==> src/rtl/mod_counter_if.sv <==
// mod_counter_if: control, compare and status signals of the modulo counter
interface mod_counter_if #(
    parameter int BITS = 8
);
    logic            i_clr;
    logic            i_load;
    logic [BITS-1:0] i_load_val;
    logic            i_en;
    logic            i_dir;
    logic            i_sat;
    logic [BITS-1:0] i_cmp_val;
    logic            i_ovf_clr;
    logic [BITS-1:0] o_count;
    logic            o_tc;
    logic            o_cmp;
    logic            o_ovf;

    modport master (
        output i_clr, i_load, i_load_val, i_en, i_dir, i_sat, i_cmp_val, i_ovf_clr,
        input  o_count, o_tc, o_cmp, o_ovf
    );

    modport slave (
        input  i_clr, i_load, i_load_val, i_en, i_dir, i_sat, i_cmp_val, i_ovf_clr,
        output o_count, o_tc, o_cmp, o_ovf
    );
endinterface

==> src/rtl/mod_counter.sv <==
// mod_counter: up/down modulo counter with wrap/saturate, terminal-count, compare and sticky overflow
module mod_counter #(
    parameter int BITS    = 8,
    parameter int MOD_MAX = 2**BITS-1
) (
    input logic         i_clk,
    input logic         i_rst_n,
    mod_counter_if.slave bus
);
    localparam logic [BITS-1:0] MAX = BITS'(MOD_MAX);

    logic [BITS-1:0] count_q, count_d, load_cl, step;
    logic            tc_q, tc_d, cmp_q, cmp_d, ovf_q, ovf_d;
    logic            at_lim, wr;

    always_comb begin
        at_lim  = bus.i_dir ? (count_q == MAX) : (count_q == '0);
        load_cl = (bus.i_load_val > MAX) ? MAX : bus.i_load_val;
        step    = bus.i_dir ? count_q + BITS'(1) : count_q - BITS'(1);
        // limit steps wrap or hold so the count never leaves 0..MAX
        count_d = bus.i_clr  ? '0 :
                  bus.i_load ? load_cl :
                  !bus.i_en  ? count_q :
                  !at_lim    ? step :
                  bus.i_sat  ? count_q :
                  bus.i_dir  ? '0 : MAX;
        wr      = bus.i_clr | bus.i_load | (bus.i_en & !(at_lim & bus.i_sat));
        tc_d    = !bus.i_clr & !bus.i_load & bus.i_en & at_lim;
        ovf_d   = bus.i_clr ? 1'b0 : tc_d ? 1'b1 : bus.i_ovf_clr ? 1'b0 : ovf_q;
        cmp_d   = wr & (count_d == bus.i_cmp_val);
    end

    always_ff @(posedge i_clk) begin
        if (!i_rst_n) begin
            count_q <= '0;
            tc_q    <= 1'b0;
            cmp_q   <= 1'b0;
            ovf_q   <= 1'b0;
        end else begin
            count_q <= count_d;
            tc_q    <= tc_d;
            cmp_q   <= cmp_d;
            ovf_q   <= ovf_d;
        end
    end

    assign bus.o_count = count_q;
    assign bus.o_tc    = tc_q;
    assign bus.o_cmp   = cmp_q;
    assign bus.o_ovf   = ovf_q;
endmodule

==> src/flat_wrapper.sv <==
// flat-port wrapper written by rule: the top's interface ports become plain ports
module mod_counter_flat 
#(
    parameter int BITS    = 8,
    parameter int MOD_MAX = 2**BITS-1
)
  (i_clk, i_rst_n, bus_i_clr, bus_i_load, bus_i_load_val, bus_i_en, bus_i_dir, bus_i_sat, bus_i_cmp_val, bus_i_ovf_clr, bus_o_count, bus_o_tc, bus_o_cmp, bus_o_ovf);
  mod_counter_if #(.BITS(BITS)) bus_i ();
  input logic i_clk;
  input logic i_rst_n;
  input wire logic [$bits(bus_i.i_clr)-1:0] bus_i_clr;
  input wire logic [$bits(bus_i.i_load)-1:0] bus_i_load;
  input wire logic [$bits(bus_i.i_load_val)-1:0] bus_i_load_val;
  input wire logic [$bits(bus_i.i_en)-1:0] bus_i_en;
  input wire logic [$bits(bus_i.i_dir)-1:0] bus_i_dir;
  input wire logic [$bits(bus_i.i_sat)-1:0] bus_i_sat;
  input wire logic [$bits(bus_i.i_cmp_val)-1:0] bus_i_cmp_val;
  input wire logic [$bits(bus_i.i_ovf_clr)-1:0] bus_i_ovf_clr;
  output wire logic [$bits(bus_i.o_count)-1:0] bus_o_count;
  output wire logic [$bits(bus_i.o_tc)-1:0] bus_o_tc;
  output wire logic [$bits(bus_i.o_cmp)-1:0] bus_o_cmp;
  output wire logic [$bits(bus_i.o_ovf)-1:0] bus_o_ovf;
  assign bus_i.i_clr = bus_i_clr;
  assign bus_i.i_load = bus_i_load;
  assign bus_i.i_load_val = bus_i_load_val;
  assign bus_i.i_en = bus_i_en;
  assign bus_i.i_dir = bus_i_dir;
  assign bus_i.i_sat = bus_i_sat;
  assign bus_i.i_cmp_val = bus_i_cmp_val;
  assign bus_i.i_ovf_clr = bus_i_ovf_clr;
  assign bus_o_count = bus_i.o_count;
  assign bus_o_tc = bus_i.o_tc;
  assign bus_o_cmp = bus_i.o_cmp;
  assign bus_o_ovf = bus_i.o_ovf;
  mod_counter #(.BITS(BITS), .MOD_MAX(MOD_MAX)) u_core (.i_clk(i_clk), .i_rst_n(i_rst_n), .bus(bus_i));
endmodule
==> config.mk <==
export PLATFORM = sky130hd
export DESIGN_NAME = mod_counter_flat
export DESIGN_NICKNAME = d
export VERILOG_FILES = /design/src/rtl/mod_counter_if.sv /design/src/rtl/mod_counter.sv /design/src/flat_wrapper.sv
export SDC_FILE = /design/constraint.sdc
export NUM_CORES = 1
export LEC_CHECK = 0
export ABC_AREA = 1
export BUFFER_PORTS_ARGS = -buffer_cell sky130_fd_sc_hd__clkbuf_2
export CAP_MARGIN = 10
export CORE_MARGIN = 10
export CORE_UTILIZATION = 30
export DETAILED_ROUTE_END_ITERATION = 8
export GPL_TIMING_DRIVEN = 0
export HOLD_SLACK_MARGIN = 0.06
export SKIP_CTS_REPAIR_TIMING = 1
export SLEW_MARGIN = 5
export SYNTH_ARGS = -nofsm -noshare
export SYNTH_HDL_FRONTEND = slang
export SYNTH_SLANG_ARGS = --single-unit
==> constraint.sdc <==
create_clock -name i_clk -period 2.5 [get_ports i_clk]
set_input_delay 0.5 -clock i_clk [delete_from_list [all_inputs] [get_ports i_clk]]
set_output_delay 0.5 -clock i_clk [all_outputs]
set_load 0.03 [all_outputs]
; Yosys cells after proc, flatten, opt, wreduce, memory -nomap -nowiden
; Cells that the tools add are included.
[totals]
word_cells = 35
register_bits = 11
[op_classes]
n_reduce_logical = 6
order_cmp = 1
muxes = 11
add_sub_neg = 2
eq_ne = 2
bitwise = 9
[ops]
columns = op, count
row1 = $mux W8, 8
row2 = $add A8 B1 Y8 const B, 1
row3 = $eq A8 B8 Y1, 1
row4 = $eq A8 B8 Y1 const B, 1
row5 = $gt A8 B8 Y1 const B, 1
row6 = $logic_not A8 Y1, 1
row7 = $sub A8 B1 Y8 const B, 1
row8 = $and A1 B1 Y1, 6
row9 = $logic_not A1 Y1, 3
row10 = $mux W1, 3
row11 = $or A1 B1 Y1, 2
row12 = $reduce_bool A2 Y1, 1
row13 = $reduce_or A2 Y1, 1
row14 = $not A1 Y1, 1

; Depth between registers and ports, before layout
; Gate-level depths: netlist of the first run.
[depth]
word_depth = 8
depth_mapped = 20
ltp_nobuf = 19

; Worst setup path after synthesis of the first run
; No wires, ideal clock.
[synth_timing]
kind = register to register
from = reg u_core.count_q[0] (netlist: u_core.bus.o_count[0])
to = reg u_core.cmp_q (netlist: u_core.bus.o_cmp)
path_slack_ns = 0.375
arrival_ns = 2.061
path_stages_with_launch = 19
path_cell_list = dfxtp_1 > buf_6 > inv_1 > fa_1 > inv_1 > nand2_1 > nand2_1 > nand3_1 > nand2_1 > nand2_1 > nand3_1 > nand3_1 > nand2_1 > nand2_1 > nand2_1 > nand2_1 > nor2_2 > nand2_1 > nor2_1
[synth_via]
elab_chain_cells = 8
elab_cells_between_ends = 17
classes_between = 2 x add/sub / 2 x eq/ne / 7 x mux / 4 x bitwise / 2 x reduce/logical
[synth_lines]
columns = element, line
row1 = "start, declared", mod_counter.sv:12  ; logic [BITS-1:0] count_q, count_d, load_cl, step;
row2 = "start signal, assigned", mod_counter.sv:40  ; count_q <= count_d;
row3 = $sub A8 B1 Y8 (tied with other cells), mod_counter.sv:19  ; step = bus.i_dir ? count_q + BITS'(1) : count_q - BITS'(1);
row4 = $mux W8 or $mux W1 (tied branches), "mod_counter.sv:19, mod_counter.sv:17"
row5 = $mux W8, mod_counter.sv:24  ; !at_lim ? step :
row6 = $mux W8, mod_counter.sv:23  ; !bus.i_en ? count_q :
row7 = $mux W8, mod_counter.sv:22  ; bus.i_load ? load_cl :
row8 = $mux W8, mod_counter.sv:21  ; count_d = bus.i_clr ? '0 :
row9 = $eq A8 B8 Y1, mod_counter.sv:30  ; cmp_d = wr & (count_d == bus.i_cmp_val);
row10 = $and A1 B1 Y1 (*), mod_counter.sv:30
row11 = "end signal, assigned", mod_counter.sv:42  ; cmp_q <= cmp_d;
row12 = "end, declared", mod_counter.sv:13  ; logic tc_q, tc_d, cmp_q, cmp_d, ovf_q, ovf_d;
; Mark *: on every way between the ends. The rest lies on a longest branch, timed or not.
; A chain may end at the register's enable or synchronous reset.

; Worst setup path in the final report of the first run
[layout_timing]
from = reg u_core.count_q[1] (netlist: u_core.bus.o_count[1])
to = reg u_core.cmp_q (netlist: u_core.bus.o_cmp)
; The elaborated chain is that of the path after synthesis.

==> results of run 1 <==
[final timing paths]
path                         startpoint          endpoint  slack (ps)  depth (start not counted)
setup / recovery  u_core.bus.o_count[1]  u_core.bus.o_cmp         270                         17
hold / removal         u_core.bus.o_ovf  u_core.bus.o_ovf         490                          2
setup reg to reg  u_core.bus.o_count[1]  u_core.bus.o_cmp         270                         17
hold reg to reg        u_core.bus.o_ovf  u_core.bus.o_ovf         490                          2
[routing by layer]
| metal | vias up | track usage |
|---|---|---|
| met2 | 28 | 0.162 |
| met5 | - | 0 |
| li1 | 788 | - |
| met3 | 2 | 0.0239 |
| met1 | 587 | 0.122 |
| met4 | 0 | 0.0269 |
[report_power, final]
group	leakage (nW)	switching, mW	total [mW]	internal (mW)
registers	0.0899	0.0120	0.195	0.183
clock network	0.0228	0.0656	0.178	0.112
logic	0.804	0.155	0.248	0.0934
total	0.917	0.232	0.621	0.389
[Yosys cell counts]
cell type	n	area (um^2)
sky130_fd_sc_hd__ha_1	6	75.1
sky130_fd_sc_hd__nand3b_2	1	11.3
sky130_fd_sc_hd__o21ai_4	1	16.3
sky130_fd_sc_hd__nand3_1	24	120
sky130_fd_sc_hd__clkbuf_1	1	3.75
sky130_fd_sc_hd__buf_1	1	3.75
sky130_fd_sc_hd__dfxtp_1	11	220
sky130_fd_sc_hd__inv_1	32	120
sky130_fd_sc_hd__fa_1	1	20.0
sky130_fd_sc_hd__nor2_1	38	143
sky130_fd_sc_hd__o21ai_0	2	10.0
sky130_fd_sc_hd__nand4_1	1	6.26
sky130_fd_sc_hd__nand2_1	83	312
sky130_fd_sc_hd__buf_6	3	33.8
sky130_fd_sc_hd__a21oi_1	8	40.0
sky130_fd_sc_hd__nand3_2	1	10.0
sky130_fd_sc_hd__or2_2	4	25.0
sky130_fd_sc_hd__nand3b_1	3	22.5
sky130_fd_sc_hd__nand2_2	4	25.0
sky130_fd_sc_hd__nand2_4	1	11.3
sky130_fd_sc_hd__a211oi_1	1	7.51
sky130_fd_sc_hd__nor2_2	6	37.5
[per-stage QoR]
| step | worst slack (ps) | instances | power, mW |
|---|---|---|---|
| detailed placement | 57.1 | 316 | 0.448 |
| global route | 23.5 | 320 | 0.677 |
| floorplan | 375 | 233 | 0.380 |
| CTS | 256 | 320 | 0.627 |
| finish | 273 | 320 | 0.621 |
| global placement | 65.9 | 316 | 0.446 |
[sequential cells by signal, indices dropped and copies added, names as in the netlist]
signal / count
u_core.bus.o_count: 8
u_core.bus.o_tc: 1
u_core.bus.o_ovf: 1
u_core.bus.o_cmp: 1
[area by class of cell]
class                      count  area (um^2)  area share
clock buffer                   4         45.0      0.0291
multi-input combinational    185          892       0.577
buffer                         5         41.3      0.0267
tap                           50         62.6      0.0405
inverter                      32          120      0.0777
timing repair buffer          33          165       0.107
sequential                    11          220       0.142
[logic make-up after synthesis]
logic type	Yosys count	share of synthesized area
adders and majority gates	7	0.0747
AOI/OAI and AO/OA	12	0.0580
DFF	11	0.173
and+or+nand+nor	166	0.568
buffers and inverters	37	0.127
[tightest hold or removal path, delay by kind of cell, from the launching register on]
kind | cells | cell delay, ps
AO/OA/AOI/OAI | 1 | 60
flip-flops | 1 | 310
AND/OR/NAND/NOR | 1 | 60
==> results.toml, run 1 <==
[clock_network]
worst_skew_late_latency_ps = 240
clock_sinks = 11
clockBufferDepth = 2
ctsHtreeMaxLevel = 1
cts_tree = "done"
numCtsBuffers = 3
clk_transition_reported_paths_ps = 50
cts_root_buf = "sky130_fd_sc_hd__clkbuf_8"

[layout]
drive_above_1_share = 0.211
finalCoreUtilization = 0.381
layout_commonest_cell = "sky130_fd_sc_hd__nand2_1"
most-common-layout-cells = "83 x sky130_fd_sc_hd__nand2_1, 38 x sky130_fd_sc_hd__nor2_1, 33 x sky130_fd_sc_hd__clkbuf_2, 32 x sky130_fd_sc_hd__inv_1, 24 x sky130_fd_sc_hd__nand3_1"
antenna-diode-count = 0
nets = 302
fill_cells = 466
layout.cell_area.non_filler_um2 = 1550
syn_to_final_growth_pct = 21.4

[route]
route.met2.wl_um = 1560
detail_route.iter0.violations = 50
wl_met3_um = 149
post-route-drc-count = 0
drtPass1Iterations = 4
topRoutingLayerUsed = "met4"
dr_total_vias = 1405
finalWirelength_um = 3520
routed_via_density = 4.39
wirelength_per_cell_um = 11.0
wirelength_met1_um = 1780
drtAntennaViolNets = 0

[sta]
slew_headroom = 0.690
grt_setup_unrepaired = "no"
worst_slew_pin_slew_ps = 464
timing.final.max_slew_violations = 0
final_worst_path_period_share = 0.891
timing.final.hold_violations = 0
final_layout_setup_total_negative_slack_ps = 0
layout_min_cycle_time_ps = 2230
setup_viol = 0
fin_hold_ws_ps = 485
clock.fmax_ghz = 0.449
clock_skew_ps = 5.67

[setup_path]
worstPathRequired_ps = 2680
cp_slowest_stage_delay_ps = 470
start_kind = "register"
worst-path-max-fanout = 6
path_class = "register to register"
cp.arrival_ps = 2400
cpMaxStageDelayCell = "sky130_fd_sc_hd__dfxtp_1"
cp_common_cell = "sky130_fd_sc_hd__nand2_1"
critical_path.endpoint_type = "register"
crit_chain = "inv_1, fa_1, inv_1, nand2_1, nand2_1, nand3_1, nand2_1, nand2_1, nand3_1, nand3_1, nand2_1, nand2_1, nand2_1, nand2_1, nor2_2, nand2_1, nor2_1"
crit_family = "simple AND/OR/NAND/NOR gates"
crit_buf_inv = 2

[min_path]
min-delay-path-class = "register to register"

[yosys]
synth.cell_area_um2 = 1270
seq_area_frac_synth = 0.173
post_synth_num_cell_types = 22
synth_cells = 233
avgSynthCellArea_um2 = 5.47
synth.yosys.warnings = 0
synth_nets = 264
yosys_register_bits = 11

[power_and_ir_drop]
peakVddDrop_mv = 0.227
leakagePower_nw = 0.917
power_density_nw_per_um2 = 401

[floorplan]
die_footprint_um2 = 7250
core.rowCount = 23
dieHeight_um = 85.2
core_outline_area_um2 = 4060
floorplan.initialDensity = 0.314
total_i_o_pin_count = 35
die_x_um = 85.2

[grt]
grt_usage = 0.0980
first_global_vias = 1422
grt_pass1_wl_um = 6200
grt_overflow = 0
grt_start_max_net_pins = 11
antenna_found_initial = 0

[place]
dp_hpwl_um = 3000
placedInstanceArea_um2 = 1500
place_congestion = 0.830
port_buffers = 33

[status]
run_status = "finished, final reports clean"

[flow_run]
drv_cap = 0
Note: power is estimated with default switching activity, not from simulation.
==> run 2, diff against run 1 <==
--- a/config.mk
+++ b/config.mk
@@ -8,13 +8,12 @@
 export ABC_AREA = 1
 export BUFFER_PORTS_ARGS = -buffer_cell sky130_fd_sc_hd__clkbuf_2
 export CAP_MARGIN = 10
-export CORE_MARGIN = 10
 export CORE_UTILIZATION = 30
 export DETAILED_ROUTE_END_ITERATION = 8
 export GPL_TIMING_DRIVEN = 0
 export HOLD_SLACK_MARGIN = 0.06
 export SKIP_CTS_REPAIR_TIMING = 1
-export SLEW_MARGIN = 5
+export SLEW_MARGIN = 20
 export SYNTH_ARGS = -nofsm -noshare
 export SYNTH_HDL_FRONTEND = slang
 export SYNTH_SLANG_ARGS = --single-unit
==> constraint.sdc (replaced) <==
create_clock -name i_clk -period 2.5 [get_ports i_clk]
set_input_delay 0.5 -clock i_clk [delete_from_list [all_inputs] [get_ports i_clk]]
set_output_delay 0.5 -clock i_clk [all_outputs]
set_load 0.01 [all_outputs]
==> results.toml, run 2 (synthesis gave the netlist of run 1 again) <==
[floorplan]
total_i_o_pin_count = 35
core.rowCount = 23
die_x_um = 67.2
dieHeight_um = 67.2
floorplan.initialDensity = 0.316
core_outline_area_um2 = 4030
die_footprint_um2 = 4510

[clock_network]
worst_skew_late_latency_ps = 230
cts_tree = "done"
clock_sinks = 11
ctsHtreeMaxLevel = 1
clk_transition_reported_paths_ps = 50
clockBufferDepth = 2
cts_root_buf = "sky130_fd_sc_hd__clkbuf_8"
numCtsBuffers = 3

[sta]
fin_hold_ws_ps = 480
slew_headroom = 0.684
clock_skew_ps = 1.86
timing.final.max_slew_violations = 0
grt_setup_unrepaired = "no"
layout_min_cycle_time_ps = 2190
setup_viol = 0
timing.final.hold_violations = 0
final_worst_path_period_share = 0.874
worst_slew_pin_slew_ps = 475
clock.fmax_ghz = 0.458
final_layout_setup_total_negative_slack_ps = 0
setup_ws_ps = 315

[power_and_ir_drop]
power.net_switching_uw = 219
part_of_the_total_power_dissipated_in_sequential_elements = 0.321
total_power_uw = 608
power.clock.fraction = 0.290
internal_power_uw = 388
leakagePower_nw = 0.917
p_sw_frac = 0.361
power_density_nw_per_um2 = 393
power.combinational.fraction = 0.389
peakVddDrop_mv = 0.239

[place]
dp_slack_ps = 66.3
dp_hpwl_um = 2700
place_congestion = 0.781
port_buffers = 33
placedInstanceArea_um2 = 1500

[layout]
most-common-layout-cells = "83 x sky130_fd_sc_hd__nand2_1, 38 x sky130_fd_sc_hd__nor2_1, 33 x sky130_fd_sc_hd__clkbuf_2, 32 x sky130_fd_sc_hd__inv_1, 24 x sky130_fd_sc_hd__nand3_1"
fill_cells = 473
nets = 302
largest_register_ffs = 8
syn_to_final_growth_pct = 21.4
layout.cell_area.non_filler_um2 = 1550
drive_above_1_share = 0.211
layout_commonest_cell = "sky130_fd_sc_hd__nand2_1"
antenna-diode-count = 0

[setup_path]
cp_common_cell = "sky130_fd_sc_hd__nand2_1"
cp_slowest_stage_delay_ps = 450
worstPathRequired_ps = 2670
critical_path.endpoint_type = "register"
number_of_cells_on_the_worst_reg_to_reg_path = 17
path_class = "register to register"
crit_buf_inv = 2
start_kind = "register"
crit_cells = 17
cpMaxStageDelayCell = "sky130_fd_sc_hd__dfxtp_1"
cp.arrival_ps = 2360
crit_family = "simple AND/OR/NAND/NOR gates"
crit_chain = "inv_1, fa_1, inv_1, nand2_1, nand2_1, nand3_1, nand2_1, nand2_1, nand3_1, nand3_1, nand2_1, nand2_1, nand2_1, nand2_1, nor2_2, nand2_1, nor2_1"
worst-path-max-fanout = 6

[status]
run_status = "finished, final reports clean"

[grt]
grt_pass1_wl_um = 5520
first_global_vias = 1266
grt_start_max_net_pins = 11
grt_usage = 0.160
antenna_found_initial = 0
grt_overflow = 0

[route]
detail_route.iter0.violations = 53
wirelength_per_cell_um = 10.1
finalWirelength_um = 3240
drtAntennaViolNets = 0
post-route-drc-count = 0
dr_total_vias = 1431
routed_via_density = 4.47
drtPass1Iterations = 4

[flow_run]
drv_cap = 0

[min_path]
min_delay_path_depth = 2
min-delay-path-class = "register to register"
==> run 2: cell counts in the layout (fill, tap and decap cells not counted) <==
Identical to the previous run, type by type.
==> run 2: cell type report <==
cell class / count / area (um^2) / area share
tap: 50 / 62.6 / 0.0405
sequential: 11 / 220 / 0.142
multi-input combinational: 185 / 892 / 0.577
inverter: 32 / 120 / 0.0777
clock buffer: 4 / 45.0 / 0.0291
timing repair buffer: 33 / 165 / 0.107
buffer: 5 / 41.3 / 0.0267
==> run 2: routing by layer <==
metal,up-vias,routed length (um),global-route usage
li1,791,-,-
met1,609,1640,0.217
met2,27,1450,0.259
met3,4,113,0.0169
met4,0,35,0.0638
met5,-,0,0
==> run 2: tightest hold or removal path, cell delays in order, from the launching register on <==
cell,delay [ps]
sky130_fd_sc_hd__dfxtp_1,300
sky130_fd_sc_hd__nand2_1,60
sky130_fd_sc_hd__a211oi_1,60
==> run 2: power by group through the flow <==
stage | clock (mW) | combinational [mW] | sequential [mW]
after global placement | 0 | 0.235 | 0.199
final | 0.176 | 0.236 | 0.195
after CTS | 0.182 | 0.239 | 0.195
after global routing | 0.187 | 0.273 | 0.197
after detailed placement | 0 | 0.237 | 0.199
after floorplan | 0 | 0.170 | 0.199
==> run 2: worst paths after layout <==
| kind | startpoint | to | slack [ps] |
|---|---|---|---|
| worst min register to register | u_core.bus.o_ovf | u_core.bus.o_ovf | 480 |
| worst max register to register | u_core.bus.o_count[1] | u_core.bus.o_cmp | 310 |
| worst max-delay path | u_core.bus.o_count[1] | u_core.bus.o_cmp | 310 |
| worst min-delay path | u_core.bus.o_ovf | u_core.bus.o_ovf | 480 |
==> run 2: stage by stage <==
step | util | std cells
floorplan | - | 233
global placement | 0.373 | 316
detailed placement | 0.373 | 316
CTS | 0.384 | 320
global route | 0.384 | 320
finish | 0.384 | 320
